[config.mk]
export PLATFORM = sky130hd
export DESIGN_NAME = cache_maint_seq
export DESIGN_NICKNAME = d
export VERILOG_FILES = /design/src/rtl/cache_maint_seq.sv
export SDC_FILE = /design/constraint.sdc
export NUM_CORES = 1
export LEC_CHECK = 0
export BUFFER_PORTS_ARGS = -buffer_cell sky130_fd_sc_hd__buf_2
export CAP_MARGIN = 0
export CORE_UTILIZATION = 54
export DETAILED_ROUTE_END_ITERATION = 16
export GPL_TIMING_DRIVEN = 0
export PLACE_DENSITY = 0.93
export SLEW_MARGIN = 0
export SYNTH_ARGS = -nofsm -noshare
export SYNTH_HDL_FRONTEND = slang
export SYNTH_SLANG_ARGS = --single-unit
export TNS_END_PERCENT = 1
[constraint.sdc]
create_clock -name clk -period 3.05 [get_ports clk]
set_clock_uncertainty 0.1 [all_clocks]
set_input_delay 0.61 -clock clk [delete_from_list [all_inputs] [get_ports clk]]
set_output_delay 0.61 -clock clk [all_outputs]
set_load 0.005 [all_outputs]
[src/rtl/cache_maint_seq.sv]
// cache_maint_seq: walks every cache line to run a maintenance command.
//   CLEAR (3'b001) invalidates all lines. WB (3'b010) writes back every
//   valid and dirty line, then marks it clean. Any other code completes
//   at once without touching the tag RAM.
// Optional macro CACHE_CLEAR_WRITEBACK_EN: when defined, CLEAR writes back a
//   valid and dirty line before invalidating it. When undefined, CLEAR drops
//   the dirty data and never raises wb_req.
// All strobes are decoded from the state register. Addresses come from the
//   idx register, gated by state. Each output is therefore glitch-free and
//   reads 0 as soon as reset is applied.
module cache_maint_seq #(
  parameter int LINE_NUM = 64,
  localparam int IW = (LINE_NUM > 1) ? $clog2(LINE_NUM) : 1
) (
  input  logic          clk,
  input  logic          rest,
  input  logic [2:0]    cmd,
  input  logic          cmd_valid,
  output logic          cmd_ready,
  output logic          busy,
  output logic [IW-1:0] tag_addr,
  output logic          tag_rd,
  input  logic          tag_rdValid,
  input  logic          tag_rdDirty,
  output logic          tag_wr,
  output logic          tag_wrValid,
  output logic          tag_wrDirty,
  output logic          wb_req,
  output logic [IW-1:0] wb_index,
  input  logic          wb_ack
);

  localparam logic [2:0]    CMD_CLEAR = 3'b001;
  localparam logic [2:0]    CMD_WB    = 3'b010;
  localparam logic [IW-1:0] LAST_IDX  = IW'(LINE_NUM - 1);

  typedef enum logic [2:0] {
    IDLE,
    READ,
    CHECK,
    WBACK,
    UPDATE,
    DONE
  } state_t;

  state_t        state_reg, state_next;
  logic [IW-1:0] idx_reg, idx_next;
  logic [2:0]    cmd_reg, cmd_next;
  logic          is_wb;
  logic          line_dirty;

  assign is_wb      = (cmd_reg == CMD_WB);
  assign line_dirty = tag_rdValid & tag_rdDirty;

  // State, line index and captured command registers.
  always_ff @(posedge clk or negedge rest) begin
    if (!rest) begin
      state_reg <= IDLE;
      idx_reg   <= '0;
      cmd_reg   <= 3'b000;
    end else begin
      state_reg <= state_next;
      idx_reg   <= idx_next;
      cmd_reg   <= cmd_next;
    end
  end

  // Next-state logic. Stepping past the last line ends the walk. This keeps
  // idx from ever wrapping during a command.
  always_comb begin
    state_next = state_reg;
    idx_next   = idx_reg;
    cmd_next   = cmd_reg;
    case (state_reg)
      IDLE: begin
        if (cmd_valid) begin
          cmd_next = cmd;
          idx_next = '0;
          if ((cmd == CMD_CLEAR) || (cmd == CMD_WB)) begin
            state_next = READ;
          end else begin
            state_next = DONE;
          end
        end
      end
      READ: begin
        state_next = CHECK;
      end
      CHECK: begin
        if (is_wb) begin
          if (line_dirty) begin
            state_next = WBACK;
          end else if (idx_reg == LAST_IDX) begin
            state_next = DONE;
          end else begin
            idx_next   = idx_reg + IW'(1);
            state_next = READ;
          end
        end else begin
`ifdef CACHE_CLEAR_WRITEBACK_EN
          state_next = line_dirty ? WBACK : UPDATE;
`else
          state_next = UPDATE;
`endif
        end
      end
      WBACK: begin
        if (wb_ack) begin
          state_next = UPDATE;
        end
      end
      UPDATE: begin
        if (idx_reg == LAST_IDX) begin
          state_next = DONE;
        end else begin
          idx_next   = idx_reg + IW'(1);
          state_next = READ;
        end
      end
      DONE: begin
        state_next = IDLE;
      end
      default: begin
        state_next = IDLE;
      end
    endcase
  end

  // Outputs decoded from the state register. Addresses read zero outside
  // the states that use them.
  always_comb begin
    busy        = (state_reg != IDLE);
    cmd_ready   = (state_reg == DONE);
    tag_rd      = (state_reg == READ);
    tag_wr      = (state_reg == UPDATE);
    wb_req      = (state_reg == WBACK);
    tag_addr    = (tag_rd || tag_wr) ? idx_reg : '0;
    wb_index    = wb_req ? idx_reg : '0;
    tag_wrValid = tag_wr & is_wb;
    tag_wrDirty = 1'b0;
  end

endmodule

==> results of run 1 <==
[worst max path at each step]
stage | slack (ns) | start | cells after the start | endpoint
2_1_floorplan | 1.15 | state_reg[2] | 5 | tag_addr[0]
3_3_place_gp | 0.92 | state_reg[2] | 6 | tag_addr[0]
3_5_place_dp | 0.89 | state_reg[2] | 6 | tag_addr[2]
4_1_cts | 0.58 | state_reg[2] | 6 | tag_addr[2]
5_1_grt | 0.47 | state_reg[2] | 6 | tag_addr[2]
6_report | 0.57 | state_reg[2] | 6 | tag_addr[2]
[cell type report]
class / count / area (um^2) / share of cell area (%)
timing repair buffer: 26 / 130 / 11.2
sequential: 12 / 300 / 25.8
clock buffer: 4 / 36.3 / 3.12
buffer: 6 / 38.8 / 3.34
inverter: 6 / 22.5 / 1.94
tap: 24 / 30.0 / 2.58
multi-input combinational: 77 / 604 / 52.0
[cells by family (layout without fill, tap and decap cells)]
family,count (synthesis),count (layout)
other cells,1,1
flops,12,12
compound gates,22,22
xor+xnor,3,3
fa+ha+maj,1,1
mux,6,6
simple gates,44,44
buf+inv,12,42
[per-stage QoR]
| step | utilization (%) | setup WS, ns | std cells | instance area [um^2] |
|---|---|---|---|---|
| finish | 72.9 | 0.568 | 155 | 1160 |
| global route | 72.9 | 0.466 | 155 | 1160 |
| CTS | 72.9 | 0.577 | 155 | 1160 |
| detailed placement | 70.6 | 0.890 | 151 | 1130 |
| global placement | 70.6 | 0.916 | 151 | 1130 |
| floorplan | - | 1.15 | 101 | 966 |
[placed cells by master, fill, tap and decap left out, drive strengths merged, types with 3 or more instances in the layout]
master,n
a2111oi,4
and3,9
and2,5
clkbuf,6
inv,6
dfrtp,12
xnor2,3
buf,30
a21oi,3
nor2,8
mux2,4
nand2,6
nor3,6
[critical path, stage by stage, from the launching register on]
cell and delay, ns:
dfrtp_1 0.36, buf_4 0.16, clkbuf_1 0.22, xnor2_1 0.35, nor2_1 0.11, and2_1 0.17
buf_2 0.12
[layer usage]
| metal | GRT usage, % | vias up |
|---|---|---|
| met4 | 10.9 | 0 |
| met1 | 32.5 | 435 |
| met3 | 6.53 | 6 |
| met5 | 0 | - |
| met2 | 45.6 | 43 |
| li1 | - | 432 |
[report_power, final]
group | switching (mW) | internal [mW]
registers | 0.0601 | 0.210
clock network | 0.0545 | 0.0728
logic | 0.350 | 0.256
total | 0.465 | 0.539
==> impl_metrics.toml, run 1 <==
[yosys]
synthDistinctLibCells = 49
syn_area_um2 = 966
avgSynthCellArea_um2 = 9.56
synth_xor_area_share_pct = 3.50
synth_top_area_share_pct = 31.1
synth_adder_area_share_pct = 1.30
yosys_warnings = 0
synth_area_leaders = "dfrtp_1, and3_1, a2111oi_2"
synth_top_area_cell = "dfrtp_1"
synth_top_family_by_area = "simple AND/OR/NAND/NOR gates"
ys.flop_type = "dfrtp_1"
synthCells = 101
seq_area_frac_synth_pct = 31.1
async_flop_share_pct = 100
syn-num-nets = 111
muxShareOfSynthArea_pct = 7.12
synth_compound_area_share_pct = 24.2
synth_edf_count = 0
synth.most_common_cell = "dfrtp_1"
ys_ff_latch = 12
synth-simple-area-share_pct = 26.0
synth_common_cells = "dfrtp_1, and3_1, nor2_1"

[detailed_routing]
routedWlPerCell_um = 14.9
drt-pass1-iter-count = 4
wl_met1_um = 894
wl_mm = 2.31
drc = 0
top_layer = "met4"
drt_iter0_markers = 38
drt-vias-per-instance = 5.91
dr_wl_met2_mm = 1.22
vias = 916
antenna_left = 0
met3_length_um = 146

[final_layout]
diodes = 0
fin_nets = 142
syn_to_final_growth_pct = 20.3
largest_reg_flops = 6
nFillCells = 127
drive_above_1_share_pct = 38.9

[floorplanning]
std_cell_rows = 14
die_w_um = 44.3
num_io_pins = 28
coreArea_mm2 = 0.00159
start_util_pct = 60.6
die_h_um = 44.3
dieArea_mm2 = 0.00196

[clock_tree]
cts_tree = "built"
hold_buffers = 0
clockBufferDepth = 2
htreeDepth = 1
cts_setup_buffers = 0
clkTransAtPathRegs_ns = 0.07
cts_buffers = 3
clk_latency_ns = 0.28
root_buffer = "clkbuf_4"
cts_resized = 0
cts_sinks = 12

[timing]
fin_hold_ws_ns = 0.0920
rsz0062_at_grt = "no"
setup_viol = 0
fin_crit_ns = 2.48
timing.fmax_ghz = 0.403
final.setup.tns_ns = 0
hold_violations = 0
min_period_over_period_pct = 81.4
slew_violations = 0

[status]
outcome = "complete, no violations"

[pwr]
p_leak_nw = 0.551
p_total_mw = 1.00
ir_worst_vdd_mv = 0.542
powerDensity_mw_per_mm2 = 863

[global_routing]
grtUsageTotal_pct = 26.9
overflow = 0
grt_pass1_vias = 825
antenna_found_initial = 0
grt_pass1_wl_mm = 3.79
grt_max_degree = 13

[worst_setup_path]
rr_worst_depth = 5
endpoint_kind = "primary output"
crit_required_ns = 2.34
rr_endpoint = "state_reg[2]"
startpoint_type = "flip-flop"
arrival_ns = 1.77
r2r_setup_slack_ns = 1.00
path_class = "reg -> out"
path_max_fanout = 10
rr_startpoint = "idx_reg[0]"

[job]
maxCapViolCount = 0

[place]
dp_hpwl_mm = 1.79
gp_congestion = 0.827
io_buffer_count = 26

[worst_hold_path]
hp-class = "in -> async"
No activity file was read; power rests on OpenSTA's default activity.
==> inputs of run 2 (changes only) <==
--- a/config.mk
+++ b/config.mk
@@ -7,10 +7,10 @@
 export LEC_CHECK = 0
 export BUFFER_PORTS_ARGS = -buffer_cell sky130_fd_sc_hd__buf_2
 export CAP_MARGIN = 0
-export CORE_UTILIZATION = 54
+export CORE_UTILIZATION = 46
 export DETAILED_ROUTE_END_ITERATION = 16
 export GPL_TIMING_DRIVEN = 0
-export PLACE_DENSITY = 0.93
+export PLACE_DENSITY = 0.85
 export SLEW_MARGIN = 0
 export SYNTH_ARGS = -nofsm -noshare
 export SYNTH_HDL_FRONTEND = slang
==> constraint.sdc (replaced) <==
create_clock -name clk -period 2.11 [get_ports clk]
set_clock_uncertainty 0.1 [all_clocks]
set_input_delay 0.422 -clock clk [delete_from_list [all_inputs] [get_ports clk]]
set_output_delay 0.422 -clock clk [all_outputs]
set_load 0.005 [all_outputs]
==> run 2 against run 1 <==
Effect of this change: first-iteration DRC count is 47% lower; total power is 47% higher; hold slack better by 0.16 ns; critical path type unchanged.
==> impl_metrics.toml, run 2 (same netlist as run 1, synthesis figures left out) <==
[final_layout]
drive_above_1_share_pct = 41.5
fin_nets = 142
final_cell_mix = "buf_2, dfrtp_1, and3_1"
final_common_cell = "buf_2"
diodes = 0
design_area_mm2 = 0.00118
syn_to_final_growth_pct = 22.7
nFillCells = 173
largest_reg_flops = 6
postLayoutCoreUtil_pct = 60.4

[floorplanning]
coreArea_mm2 = 0.00196
die_h_um = 47.8
std_cell_rows = 16
die_w_um = 47.8
dieArea_mm2 = 0.00229
start_util_pct = 49.2
num_io_pins = 28

[worst_setup_path]
path_buf_inv = 2
crit_required_ns = 1.59
crit_path_cell_trace = "buf_4 -> and2b_2 -> and3_1 -> buf_2"
cp_top_family = "simple AND/OR/NAND/NOR gates"
rr_startpoint = "idx_reg[0]"
path_max_fanout = 18
crit_path_start = "state_reg[2]"
arrival_ns = 1.50
endpoint_kind = "primary output"
startpoint_type = "flip-flop"
path_class = "reg -> out"
critPathSlowestCell = "dfrtp_1"
max_stage_delay_ns = 0.33

[timing]
rsz0062_at_grt = "no"
final.setup.tns_ns = 0
fin_crit_ns = 2.02
hold_violations = 0
slew_violations = 0
fin_ws_ns = 0.0905
min_period_over_period_pct = 95.7
timing.fmax_ghz = 0.495
setup_viol = 0

[place]
placed_cell_area_mm2 = 0.00113
dpl_worst_slack_ns = 0.0753
io_buffer_count = 26
dp_hpwl_mm = 1.66
gp_congestion = 0.901

[detailed_routing]
routedWlPerCell_um = 15.3
wl_mm = 2.40
vias = 926
drc = 0
antenna_left = 0
drt_iter0_markers = 20
drt-pass1-iter-count = 4
drt-vias-per-instance = 5.90

[job]
maxCapViolCount = 0

[global_routing]
grt_pass1_vias = 879
grtUsageTotal_pct = 23.7
grt_pass1_wl_mm = 3.74
overflow = 0
grt_max_degree = 19
antenna_found_initial = 0

[pwr]
p_switching_mw = 0.700
p_leak_nw = 0.556
p_clk_share_pct = 10.1
switching_share_pct = 47.3
ir_worst_vdd_mv = 0.577
powerDensity_mw_per_mm2 = 1250
p_total_mw = 1.48
p_seq_share_pct = 26.9
combPwrFrac_pct = 63.0
intPower_mw = 0.779

[clock_tree]
cts_setup_buffers = 0
clk_latency_ns = 0.28
htreeDepth = 1
cts_tree = "built"
cts_sinks = 12
cts_buffers = 3
clockBufferDepth = 2
root_buffer = "clkbuf_4"
clkTransAtPathRegs_ns = 0.08

[status]
outcome = "complete, no violations"

[worst_hold_path]
hp-class = "in -> reg"
hp-start = "wb_ack"
[run 2: cell types whose count changed in the layout (fill, tap and decap cells not counted), sizes merged]
cell	delta
dlygate4sd3	+1
clkbuf	-2
[run 2: path summary, 6_finish.rpt]
kind                                     end  slack, ns  depth (start not counted)
worst max-delay path             wb_index[1]       0.09                          4
worst min register to register    cmd_reg[1]       0.42                          1
max in group asynchronous       state_reg[0]       1.21                          2
worst min-delay path            state_reg[1]       0.26                          2
worst max register to register    idx_reg[0]       0.10                          5
min in group asynchronous       state_reg[1]       0.45                          2
[run 2: cell type report]
class | count | area [um^2] | share of cell area (%)
Tap cell | 27 | 33.8 | 2.85
Multi-Input combinational cell | 77 | 626 | 52.8
Inverter | 6 | 22.5 | 1.90
Sequential cell | 12 | 302 | 25.4
Clock buffer | 3 | 22.5 | 1.90
Buffer | 5 | 38.8 | 3.27
Timing Repair Buffer | 27 | 140 | 11.8
[run 2: what timing repair did]
action / CTS / global route
hold buffers: 1 / 0
setup endpoints to repair: 13 / 11
hold endpoints to repair: 12 / 0
pin swaps: 0 / 1
resized for setup: 4 / 2
[run 2: power groups by stage]
| stage | combinational (mW) | clock (mW) | sequential [mW] |
|---|---|---|---|
| 6_report | 0.931 | 0.150 | 0.398 |
| 5_1_grt | 1.02 | 0.157 | 0.408 |
| 4_1_cts | 0.912 | 0.149 | 0.391 |
| 3_5_place_dp | 0.863 | 0 | 0.395 |
| 3_3_place_gp | 0.845 | 0 | 0.388 |
| 2_1_floorplan | 0.673 | 0 | 0.373 |
[run 2: per-layer routing]
| metal | global-route usage (%) | wire, um | vias up |
|---|---|---|---|
| li1 | - | - | 434 |
| met1 | 28.1 | 1000 | 425 |
| met2 | 39.5 | 1140 | 57 |
| met3 | 4.91 | 187 | 10 |
| met4 | 13.9 | 76 | 0 |
| met5 | 0 | 0 | - |
[run 2: stage by stage]
step                hold slack, ns  instances
floorplan                   0.0264        101
global placement             0.216        154
detailed placement           0.229        154
CTS                          0.260        157
global route                 0.259        157
finish                       0.255        157
==> inputs of run 3 (changes only) <==
--- a/config.mk
+++ b/config.mk
@@ -11,6 +11,8 @@
 export DETAILED_ROUTE_END_ITERATION = 16
 export GPL_TIMING_DRIVEN = 0
 export PLACE_DENSITY = 0.85
+export RECOVER_POWER = 25
+export SKIP_CTS_REPAIR_TIMING = 1
 export SLEW_MARGIN = 0
 export SYNTH_ARGS = -nofsm -noshare
 export SYNTH_HDL_FRONTEND = slang
==> run 3 against run 2 <==
Effect of this change: setup slack worse by 0.0029 ns; largest power group unchanged; largest cell class unchanged; combinational power hardly changed; non-clock buffer count stayed put.
==> impl_metrics.toml, run 3 (same netlist as run 1, synthesis figures left out) <==
[floorplanning]
num_io_pins = 28
dieArea_mm2 = 0.00229
die_w_um = 47.8
die_h_um = 47.8
std_cell_rows = 16
start_util_pct = 49.2
coreArea_mm2 = 0.00196

[final_layout]
drive_above_1_share_pct = 40.8
nFillCells = 174
design_area_mm2 = 0.00118
largest_reg_flops = 6
regArea_um2 = 302
final_cells = 157
syn_to_final_growth_pct = 22.5
final_common_cell = "buf_2"
final_cell_mix = "buf_2, dfrtp_1, and3_1"
multi_input_area_um2 = 626
diodes = 0
fin_nets = 142

[detailed_routing]
wl_mm = 2.36
routedWlPerCell_um = 15.1
antenna_left = 0
vias = 924
met3_length_um = 126
wl_met1_um = 996
drt-pass1-iter-count = 4
drc = 0
drt_iter0_markers = 26
drt-vias-per-instance = 5.89
dr_wl_met2_mm = 1.15
top_layer = "met4"

[global_routing]
grt_pass1_wl_mm = 3.73
overflow = 0
antenna_found_initial = 0
grt_max_degree = 13
grtUsageTotal_pct = 23.5
grt_pass1_vias = 863

[pwr]
p_leak_nw = 0.553
ir_worst_vdd_mv = 0.566
powerDensity_mw_per_mm2 = 1240

[clock_tree]
clkTransAtPathRegs_ns = 0.08
cts_tree = "built"
root_buffer = "clkbuf_4"
htreeDepth = 1
cts_sinks = 12
clk_latency_ns = 0.27
cts_buffers = 3
clockBufferDepth = 2

[timing]
worstMarginPinSlew_ns = 0.722
fin_crit_ns = 2.02
relSlewSlack_pct = 51.9
slew_violations = 0
setup_viol = 0
rsz0062_at_grt = "no"
min_period_over_period_pct = 95.8
timing.fmax_ghz = 0.494
hold_violations = 0

[place]
gp_congestion = 0.901
placed_cell_area_mm2 = 0.00113
dp.cells = 154
io_buffer_count = 26
dp_hpwl_mm = 1.66

[worst_hold_path]
hold-path-endpoint = "state_reg[1]"
hp-start = "wb_ack"
hold_depth = 2
hp-class = "in -> reg"

[worst_setup_path]
crit_required_ns = 1.59
endpoint_kind = "primary output"
arrival_ns = 1.50
rr_worst_depth = 5
rr_startpoint = "idx_reg[0]"
max_stage_delay_ns = 0.33
r2r_setup_slack_ns = 0.10
crit_path_start = "state_reg[2]"
crit_path_cell_trace = "buf_4 -> and2b_2 -> and3_1 -> buf_2"
path_max_fanout = 18
path_class = "reg -> out"
startpoint_type = "flip-flop"
rr_endpoint = "idx_reg[0]"
critPathSlowestCell = "dfrtp_1"

[job]
maxCapViolCount = 0

[status]
outcome = "complete, no violations"
-- run 3: cell types whose count changed in the layout (fill, tap and decap cells not counted) --
cell,delta
buf_2,-1
clkbuf_1,+1
-- run 3: worst max path at each step --
stage	end	slack, ns
5_1_grt	tag_addr[2]	0.003
3_3_place_gp	tag_addr[5]	0.09
2_1_floorplan	idx_reg[0]	0.32
6_report	wb_index[1]	0.09
3_5_place_dp	tag_addr[5]	0.08
4_1_cts	tag_addr[5]	-0.24
-- run 3: cell type report --
cell class                      instances  share of cell area (%)
Multi-Input combinational cell         77                    52.9
Sequential cell                        12                    25.5
Timing Repair Buffer                   27                    11.7
Buffer                                  5                    3.28
Tap cell                               27                    2.85
Clock buffer                            3                    1.90
Inverter                                6                    1.90
-- run 3: per-stage QoR --
step / TNS (ns) / hold WS (ns) / utilization (%) / power [mW] / setup slack (ns)
6_report: 0 / 0.263 / 60.3 / 1.47 / 0.0876
5_1_grt: 0 / 0.259 / 60.3 / 1.58 / 0.00254
4_1_cts: -1.54 / -0.0703 / 58.7 / 1.40 / -0.242
3_5_place_dp: 0 / 0.229 / 57.6 / 1.26 / 0.0753
3_3_place_gp: 0 / 0.216 / 57.6 / 1.23 / 0.0865
2_1_floorplan: 0 / 0.0264 / - / 1.05 / 0.318
-- run 3: layer usage --
layer | track usage (%) | up-vias
li1 | - | 432
met1 | 28.7 | 438
met2 | 39.5 | 43
met3 | 3.77 | 11
met4 | 12.2 | 0
met5 | 0 | -
-- run 3: power by group --
group	internal [mW]	leakage, nW	switching (mW)
sequential	0.305	0.155	0.0914
clock	0.0661	0.0138	0.0800
combinational	0.407	0.385	0.523
-- run 3: critical path, delay by kind of cell, from the launching register on --
family                 cells  cell delay (ns)
buffers and inverters      2             0.37
AND/OR/NAND/NOR            2             0.53
flip-flops                 1             0.33
